## src/rtl/act_pipe_arr.sv

```systemverilog
// act_pipe_arr: two-stage pipelined activation array.
// Each beat carries LANES signed lanes, plus the mode, clip bound and lane mask
// that were present when it was accepted. The result is registered in the
// second stage. A saturating counter tracks how many zero lanes are delivered.
module act_pipe_arr #(
    parameter int DATA_WIDTH = 16,
    parameter int LANES      = 9,
    parameter int LEAK_SHIFT = 3,
    parameter int CNT_WIDTH  = 32
) (
    input  logic                        clk,
    input  logic                        rst_n,
    input  logic [1:0]                  mode,
    input  logic [DATA_WIDTH-2:0]       clip_max,
    input  logic [LANES-1:0]            lane_en,
    input  logic                        in_valid,
    output logic                        in_ready,
    input  logic [LANES*DATA_WIDTH-1:0] in_data,
    output logic                        out_valid,
    input  logic                        out_ready,
    output logic [LANES*DATA_WIDTH-1:0] out_data,
    input  logic                        cnt_clr,
    output logic [CNT_WIDTH-1:0]        zero_count
);

    localparam int ZW = $clog2(LANES + 1);
    localparam int SW = CNT_WIDTH + ZW;
    localparam logic [CNT_WIDTH-1:0] CNT_MAX = {CNT_WIDTH{1'b1}};

    // Stage 1: captured beat and its controls
    logic                        s1_valid_reg;
    logic [LANES*DATA_WIDTH-1:0] s1_data_reg;
    logic [1:0]                  s1_mode_reg;
    logic [DATA_WIDTH-2:0]       s1_clip_reg;
    logic [LANES-1:0]            s1_en_reg;

    // Stage 2: computed result
    logic                        s2_valid_reg;
    logic [LANES*DATA_WIDTH-1:0] s2_data_reg;

    logic [CNT_WIDTH-1:0]        zero_count_reg;
    logic [CNT_WIDTH-1:0]        zero_count_next;

    logic [LANES*DATA_WIDTH-1:0] result;
    logic [LANES-1:0]            zero_flag;
    logic [ZW-1:0]               zero_lanes;
    logic [SW-1:0]               cnt_sum;
    logic                        adv2;

    // S2 may advance when it is empty or its beat is being taken; S1 loads
    // whenever it is empty or able to hand its beat forward.
    assign adv2     = !s2_valid_reg || out_ready;
    assign in_ready = !s1_valid_reg || adv2;

    assign out_valid  = s2_valid_reg;
    assign out_data   = s2_data_reg;
    assign zero_count = zero_count_reg;

    // Stage 1 register: capture the beat together with the controls that apply to it
    always_ff @(posedge clk or negedge rst_n) begin
        if (!rst_n) begin
            s1_valid_reg <= 1'b0;
            s1_data_reg  <= '0;
            s1_mode_reg  <= 2'd0;
            s1_clip_reg  <= '0;
            s1_en_reg    <= '0;
        end else if (in_ready) begin
            s1_valid_reg <= in_valid;
            if (in_valid) begin
                s1_data_reg <= in_data;
                s1_mode_reg <= mode;
                s1_clip_reg <= clip_max;
                s1_en_reg   <= lane_en;
            end
        end
    end

    // Per-lane activation on the stage-1 beat
    generate
        for (genvar gi = 0; gi < LANES; gi++) begin : g_lane
            logic [DATA_WIDTH-1:0] x;
            logic [DATA_WIDTH-1:0] y;
            logic                  x_neg;
            logic                  x_zero;

            assign x      = s1_data_reg[gi*DATA_WIDTH +: DATA_WIDTH];
            assign x_neg  = x[DATA_WIDTH-1];
            assign x_zero = ~|x;

            // Select the lane result; a masked lane always yields zero
            always_comb begin
                y = '0;
                if (s1_en_reg[gi]) begin
                    case (s1_mode_reg)
                        2'd0: y = x;
                        2'd1: y = (x_neg || x_zero) ? '0 : x;
                        2'd2: y = x_neg ? DATA_WIDTH'($signed(x) >>> LEAK_SHIFT) : x;
                        2'd3: begin
                            if (x_neg || x_zero)
                                y = '0;
                            else if (x[DATA_WIDTH-2:0] > s1_clip_reg)
                                y = {1'b0, s1_clip_reg};
                            else
                                y = x;
                        end
                        default: y = '0;
                    endcase
                end
            end

            assign result[gi*DATA_WIDTH +: DATA_WIDTH] = y;
            assign zero_flag[gi] = ~|s2_data_reg[gi*DATA_WIDTH +: DATA_WIDTH];
        end
    endgenerate

    // Stage 2 register: hold the result while downstream stalls
    always_ff @(posedge clk or negedge rst_n) begin
        if (!rst_n) begin
            s2_valid_reg <= 1'b0;
            s2_data_reg  <= '0;
        end else if (adv2) begin
            s2_valid_reg <= s1_valid_reg;
            if (s1_valid_reg)
                s2_data_reg <= result;
        end
    end

    // Count zero lanes of the beat on the output and saturate the sum
    always_comb begin
        zero_lanes = '0;
        for (int i = 0; i < LANES; i++)
            zero_lanes = zero_lanes + ZW'(zero_flag[i]);
        cnt_sum = SW'(zero_count_reg) + SW'(zero_lanes);
        zero_count_next = (cnt_sum > SW'(CNT_MAX)) ? CNT_MAX : cnt_sum[CNT_WIDTH-1:0];
    end

    // Zero counter: clear has priority over a counting handshake
    always_ff @(posedge clk or negedge rst_n) begin
        if (!rst_n)
            zero_count_reg <= '0;
        else if (cnt_clr)
            zero_count_reg <= '0;
        else if (s2_valid_reg && out_ready)
            zero_count_reg <= zero_count_next;
    end

endmodule

```

## config.mk

```make
export PLATFORM = sky130hd
export DESIGN_NAME = act_pipe_arr
export DESIGN_NICKNAME = d
export VERILOG_FILES = /design/src/rtl/act_pipe_arr.sv
export SDC_FILE = /design/constraint.sdc
export NUM_CORES = 1
export LEC_CHECK = 0
export ABC_AREA = 1
export BUFFER_PORTS_ARGS = -buffer_cell sky130_fd_sc_hd__clkbuf_2
export CELL_PAD_IN_SITES_DETAIL_PLACEMENT = 2
export CELL_PAD_IN_SITES_GLOBAL_PLACEMENT = 2
export CORE_MARGIN = 1
export CORE_UTILIZATION = 25
export DETAILED_ROUTE_END_ITERATION = 8
export PLACE_DENSITY = 0.77
export SYNTH_ARGS = -nofsm -noshare
export SYNTH_HDL_FRONTEND = slang
export SYNTH_SLANG_ARGS = --single-unit
```

## constraint.sdc

```tcl
create_clock -name clk -period 5.3 [get_ports clk]
set_input_delay 1.06 -clock clk [delete_from_list [all_inputs] [get_ports clk]]
set_output_delay 1.06 -clock clk [all_outputs]
set_load 0.02 [all_outputs]
```

# Yosys cells after proc, flatten, opt, wreduce, memory -nomap -nowiden
# Cells that the tools add are included.
[word_totals] input_bits=175 elab_cells=141 regBits=348 output_inout_bits=178
[classes] n_addsub=9 n_reduce_logical=54 eq_ne=3 n_lt_le_gt_ge=10 n_mux=57
[ops] operator="2-to-1 mux 16 bit" count=45
[ops] operator="case mux 16 bit (4 select lines)" count=9
[ops] operator="OR reduction 16 bit" count=18
[ops] operator="greater-than comparator 15 bit" count=9
[ops] operator="2-to-1 mux 32 bit" count=3
[ops] operator="adder 32 x 4 -> 33 bit" count=1
[ops] operator="greater-than comparator 33 x 32 -> 1 bit, second input constant" count=1
[ops] operator="adder 4 x 1 -> 4 bit" count=5
[ops] operator="zero test 1 bit" count=20
[ops] operator="logical OR 1 bit" count=11
[ops] operator="adder 3 x 1 -> 4 bit" count=1
[ops] operator="equality test 2 bit, second input constant" count=2
[ops] operator="AND reduction 2 bit" count=2
[ops] operator="adder 2 x 1 -> 3 bit" count=1
[ops] operator="adder 1 x 1 -> 2 bit" count=1
[ops] operator="equality test 2 x 1 -> 1 bit, second input constant" count=1
[ops] operator="zero test 2 bit" count=1
[ops] operator="nonzero test 2 bit" count=1
[ops] operator="logical AND 1 bit" count=1

# Longest topological paths before layout
[depth] ltp_word=15 depth_mapped=21 ltp_nobuf=21

# Worst setup path after synthesis
# No wires, ideal clock.
[synth_path] path_type="reg-to-reg" startpoint="register s2_data_reg[5] (netlist: out_data[5])" endpoint="register zero_count_reg[30] (netlist: zero_count[30])" arrival_ns=4.304 required_ns=5.183 stages_incl_launch_ff=21 setup_slack_ns=0.879 setup_ns=0.117 n_path_buf=0 period_less_slack_ns=4.421 path_cell_list="dfrtp_1 -> or4_1 -> nor3_1 -> fa_1 -> inv_1 -> fa_1 -> fa_1 -> inv_1 -> ha_1 -> inv_1 -> fa_1 -> o21ai_1 -> nand2_1 -> nor2_4 -> nand2_1 -> nor2_2 -> nand2_1 -> xor2_1 -> nand2_1 -> nand2_1 -> nand2_1"
[synth_via] elab_chain_len=15
[synth_lines] element="start, declared" line="39" rtl="logic [LANES*DATA_WIDTH-1:0] s2_data_reg;"
[synth_lines] element="start signal, assigned" line="124" rtl="s2_data_reg <= result;"
[synth_lines] element="OR reduction 16 bit (*)" line="112" rtl="assign zero_flag[gi] = ~|s2_data_reg[gi*DATA_WIDTH +: DATA_WIDTH];"
[synth_lines] element="zero test 1 bit (*)" line="112"
[synth_lines] element="adder 1 x 1 -> 2 bit (*)" line="132" rtl="zero_lanes = zero_lanes + ZW'(zero_flag[i]);"
[synth_lines] element="adder 2 x 1 -> 3 bit (*)" line="132"
[synth_lines] element="adder 3 x 1 -> 4 bit (*)" line="132"
[synth_lines] element="adder 4 x 1 -> 4 bit (*) (5 in series)" line="132"
[synth_lines] element="adder 32 x 4 -> 33 bit (*)" line="133" rtl="cnt_sum = SW'(zero_count_reg) + SW'(zero_lanes);"
[synth_lines] element="greater-than comparator 33 x 32 -> 1 bit" line="134" rtl="zero_count_next = (cnt_sum > SW'(CNT_MAX)) ? CNT_MAX : cnt_sum[CNT_WIDTH-1:0];"
[synth_lines] element="2-to-1 mux 32 bit (*)" line="134"
[synth_lines] element="2-to-1 mux 32 bit (*)" line="143" rtl="else if (s2_valid_reg && out_ready)"
[synth_lines] element="2-to-1 mux 32 bit (*)" line="141" rtl="else if (cnt_clr)"
[synth_lines] element="end signal, assigned" line="144" rtl="zero_count_reg <= zero_count_next;"
[synth_lines] element="end, declared" line="41" rtl="logic [CNT_WIDTH-1:0] zero_count_reg;"
# Every way passes the cells marked *; elsewhere a longest branch is shown, timed or not. The select of a mux whose other input is x is not followed.
# A chain may end at the register's enable or synchronous reset.

# Final worst setup path
[layout_path] startpoint="register s2_data_reg[129] (netlist: out_data[129])" endpoint="register zero_count_reg[19] (netlist: zero_count[19])"
[layout_via] elab_chain_len=8
[layout_lines] element="OR reduction 16 bit (*)" line="112"
[layout_lines] element="zero test 1 bit (*)" line="112"
[layout_lines] element="adder 4 x 1 -> 4 bit (*)" line="132"
[layout_lines] element="adder 32 x 4 -> 33 bit (*)" line="133"
[layout_lines] element="greater-than comparator 33 x 32 -> 1 bit" line="134"
[layout_lines] element="2-to-1 mux 32 bit (*)" line="134"
[layout_lines] element="2-to-1 mux 32 bit (*)" line="143"
[layout_lines] element="2-to-1 mux 32 bit (*)" line="141"
# Marked as above.

==> results.txt <==
- Total I/O pin count: between 300 and 400
- The H-tree was split into 2 levels.
* Final number of hold-violating endpoints: 0
- Data arrival time of the critical path: about 5.5 ns
* Post-DRT Antenna Nets: 0
* Run status: finished, final reports clean
- Clk_lat worst skew: 0.64 ns
- Primary FF master, synth: sky130_fd_sc_hd__dfrtp_1
* Actual transition at the worst max-transition pin: roughly 1.2 ns
- Diode insertion count for antenna repair: 0
- TritonCTS clock tree: yes
- Launching element type of the critical path: register
- For the worst setup path, the data required time is 5.84 ns.
- Worst clock skew: 0.0169 ns
* Cell repeated most along the worst path: sky130_fd_sc_hd__fa_1
* Critical path start-end classification: reg -> reg
- For the worst flop-to-flop path, the logic depth is 18.
- Each instance of the synthesized netlist takes up on average roughly 6.6 µm².
- Worst flop-to-flop path endpoint: zero_count[19]
- For this run, the register share of the synthesized area comes to 0.350.
- Crit-path cells: or4_1 -> nor3_1 -> buf_4 -> fa_1 -> inv_1 -> fa_1 -> fa_1 -> inv_1 -> ha_1 -> inv_1 -> fa_1 -> o21ai_1 -> nand2_1 -> nor2_4 -> nand2_2 -> nand3_1 -> nand2_1 -> o21ai_0
- DR iter-0 viols: about 1600
- Timing would allow up to about 0.2 GHz.
* CP max-delay cell: sky130_fd_sc_hd__or4_1
- After floorplanning, the core was sized to cover between 0.09 and 0.1 mm².
* Share of final-layout standard cells stronger than drive strength 1: 0.138
- Counting along the longest clock path gives a buffer depth of 3.
- Hold timing on the final database bottoms out at a slack of between 0.4 and 0.5 ns.
- In the finished design, the share of the clock period the worst path needs comes to 0.941.
- Vias per cell: 5.18
- The via count of the first global-routing pass is just under 30000.
* Die area: roughly 0.10 mm²
- Reg2reg start: out_data[129]
* Number of inserted filler cells in the final layout: between 10000 and 15000
- Leaving out fill and tap cells, the most frequent cell in the layout is sky130_fd_sc_hd__nand2_1.
- Number of storage elements in the synthesis netlist: 348
* Max Slew Vio Count: 0
* Wire per inst: about 22 µm
* PortBufs: around 350
- Detailed routing inserted a total of approximately 28000 vias.
* Number of distinct library cell variants in the gate-level netlist after synthesis: 44
- Entering global routing, the biggest net connects between 100 and 150 pins.
- Sinks on Clock Net: 348
* Post-layout minimum cycle time: between 4 and 5 ns
* Antenna violations before repair: 4
- In the layout the commonest cells are 1404 x sky130_fd_sc_hd__nand2_1, 408 x sky130_fd_sc_hd__a21oi_1, 351 x sky130_fd_sc_hd__clkbuf_2.
* Maximum Capacitance Violations: 0
- Total detailed-routing wirelength: roughly 120000 µm
- From synthesis to final layout, the design area changed by 20.3%.
- After synthesis the cells add up to between 0.02 and 0.025 mm².
* Critical Path Sink Type: register
* Die Y: ~320 µm
- Number of rows in the core area: 115
- The completed layout was analyzed and its total power is roughly 13000 µW.
* Maximum resistive drop on vdd: around 0.25 mV
- Slack of the worst reg-to-reg path: roughly 0.31 ns
- Tightest Hold Check Type: in -> async
* First element of the critical path: out_data[129]
- The analysis attributes to cell leakage a power of 0.0159 µW.
* Wire length of the first global-routing pass: approximately 180000 µm
- Clock-pin slew of the registers on the worst-case setup and hold paths: approximately 0.060 ns
* Unrepaired setup endpoints after global routing: no
- Power per standard cell area: ~430 mW/mm²
- Relative slew margins: 0.220
- The floorplan step set the die width to ~320 µm.
- Number of nets in the layout: around 4400
- In the routed design, unresolved DRC markers number 0.
* Global-route total usage across every layer: 0.236
* Utilization after layout: 0.304
* Critical Path Max Stage Delay: approximately 0.57 ns
- Synthesis produced a netlist with a net count of a little over 4000.
- First drt pass iteration count: 5
* Number of standard cells after synthesis: 3783
- Maximum fanout along the worst path: 17
- After legalization and detailed placement, the total HPWL measured between 80000 and 90000 µm.
* CTS root buf: sky130_fd_sc_hd__clkbuf_16
* Synthesis warning total: 0
- Total congestion overflow: 0
- Setup violations remaining at the end of the flow were counted as 0.
* Placer Congestion: ~0.83
- Number of standard cells in the layout, taps in and fillers out: 5368
- Buffer count from post-CTS setup fixing: 0
- After routing, the total negative slack on setup checks comes to 0 ns.
- Post-synth ARST share: 1.00
* EDFF count, synth: 0
- Initial Util: 0.253
* Post-placement cell count: 5276
* Clock buffer count from CTS: roughly 50
[routing by layer]
layer,up-vias,global-route usage,share of wire
li1,12900,-,-
met1,14100,0.317,0.46
met2,634,0.391,0.46
met3,167,0.0355,0.049
met4,6,0.0716,0.029
met5,-,0,0.00029
[cell usage after synthesis (6+ instances only)]
master                     instances  area (µm²)
sky130_fd_sc_hd__nand3_1         296        1480
sky130_fd_sc_hd__inv_2             9        33.8
sky130_fd_sc_hd__nand2_1        1406        5280
sky130_fd_sc_hd__clkbuf_1        160         601
sky130_fd_sc_hd__buf_4             8        60.1
sky130_fd_sc_hd__nor4_1           58         363
sky130_fd_sc_hd__nand4_1          25         156
sky130_fd_sc_hd__fa_1              6         120
sky130_fd_sc_hd__xor2_1           16         140
sky130_fd_sc_hd__ha_1            141        1760
sky130_fd_sc_hd__nand2_2          13        81.3
sky130_fd_sc_hd__or4_1             6        45.0
sky130_fd_sc_hd__nor2_2            8        50.1
sky130_fd_sc_hd__a21oi_1         408        2040
sky130_fd_sc_hd__o21ai_0         202        1010
sky130_fd_sc_hd__buf_2            29         145
sky130_fd_sc_hd__inv_1           262         983
sky130_fd_sc_hd__nor3_1           50         250
sky130_fd_sc_hd__nor2_1          254         953
sky130_fd_sc_hd__buf_1             8        30.0
sky130_fd_sc_hd__a31oi_1           6        37.5
sky130_fd_sc_hd__o31ai_1          14         105
sky130_fd_sc_hd__dfrtp_1         348        8710
sky130_fd_sc_hd__mux2_2            9         101
[power by group]
group / total (µW) / switching [µW] / internal [µW]
Combinational: 5160 / 3630 / 1530
Sequential: 3800 / 631 / 3170
Clock: 3950 / 1460 / 2490
Total: 12900 / 5730 / 7180
[through the flow]
stage | worst slack [ns] | cell area [µm²]
3_5_place_dp | 0.256 | 28000
6_report | 0.310 | 29900
5_1_grt | 0.0151 | 29900
2_1_floorplan | 0.879 | 24900
3_3_place_gp | 0.403 | 28000
4_1_cts | 0.221 | 29900
[worst max-delay path, delay by kind of cell (launching register included)]
family                   cells  cell delay, ns
AO/OA/AOI/OAI                2            0.37
adder cells (fa/ha/maj)      5            1.94
buffers and inverters        4            0.48
flip-flops                   1            0.40
AND/OR/NAND/NOR              7            1.68
[cells by family (layout without fill, tap and decap cells)]
group	after synthesis	after routing	share of synthesized area
AND/OR/NAND/NOR	2135	2135	0.355
adder cells (fa/ha/maj)	147	147	0.0757
AO/OA/AOI/OAI	644	644	0.132
multiplexers	9	9	0.00407
flip-flops	348	348	0.350
buffers and inverters	481	779	0.0759
XOR/XNOR	19	19	0.00669
[how the worst max path moves through the flow]
stage / slack, ns / end / cells after the start
6_report: 0.31 / zero_count[19] / 18
5_1_grt: 0.02 / zero_count[28] / 19
4_1_cts: 0.22 / zero_count[19] / 18
3_5_place_dp: 0.26 / zero_count[13] / 18
3_3_place_gp: 0.40 / zero_count[30] / 21
2_1_floorplan: 0.88 / zero_count[30] / 20
[repair_timing]
action | 4_1_cts | 5_1_grt
setup endpoints to repair | 0 | 9
hold buffers | 0 | 0
gates resized for setup | 0 | 3
hold endpoints to repair | 0 | 0
[layout make-up]
class | instances | area, µm² | area share
repair buffers | 414 | 2340 | 0.0781
multi-input cells | 2954 | 14300 | 0.480
inverters | 273 | 1030 | 0.0343
well taps | 1287 | 1610 | 0.0538
flip-flops and latches | 348 | 8710 | 0.291
clock buffers | 62 | 1390 | 0.0464
clock inverters | 30 | 498 | 0.0166
No activity file was read; power rests on OpenSTA's default activity.
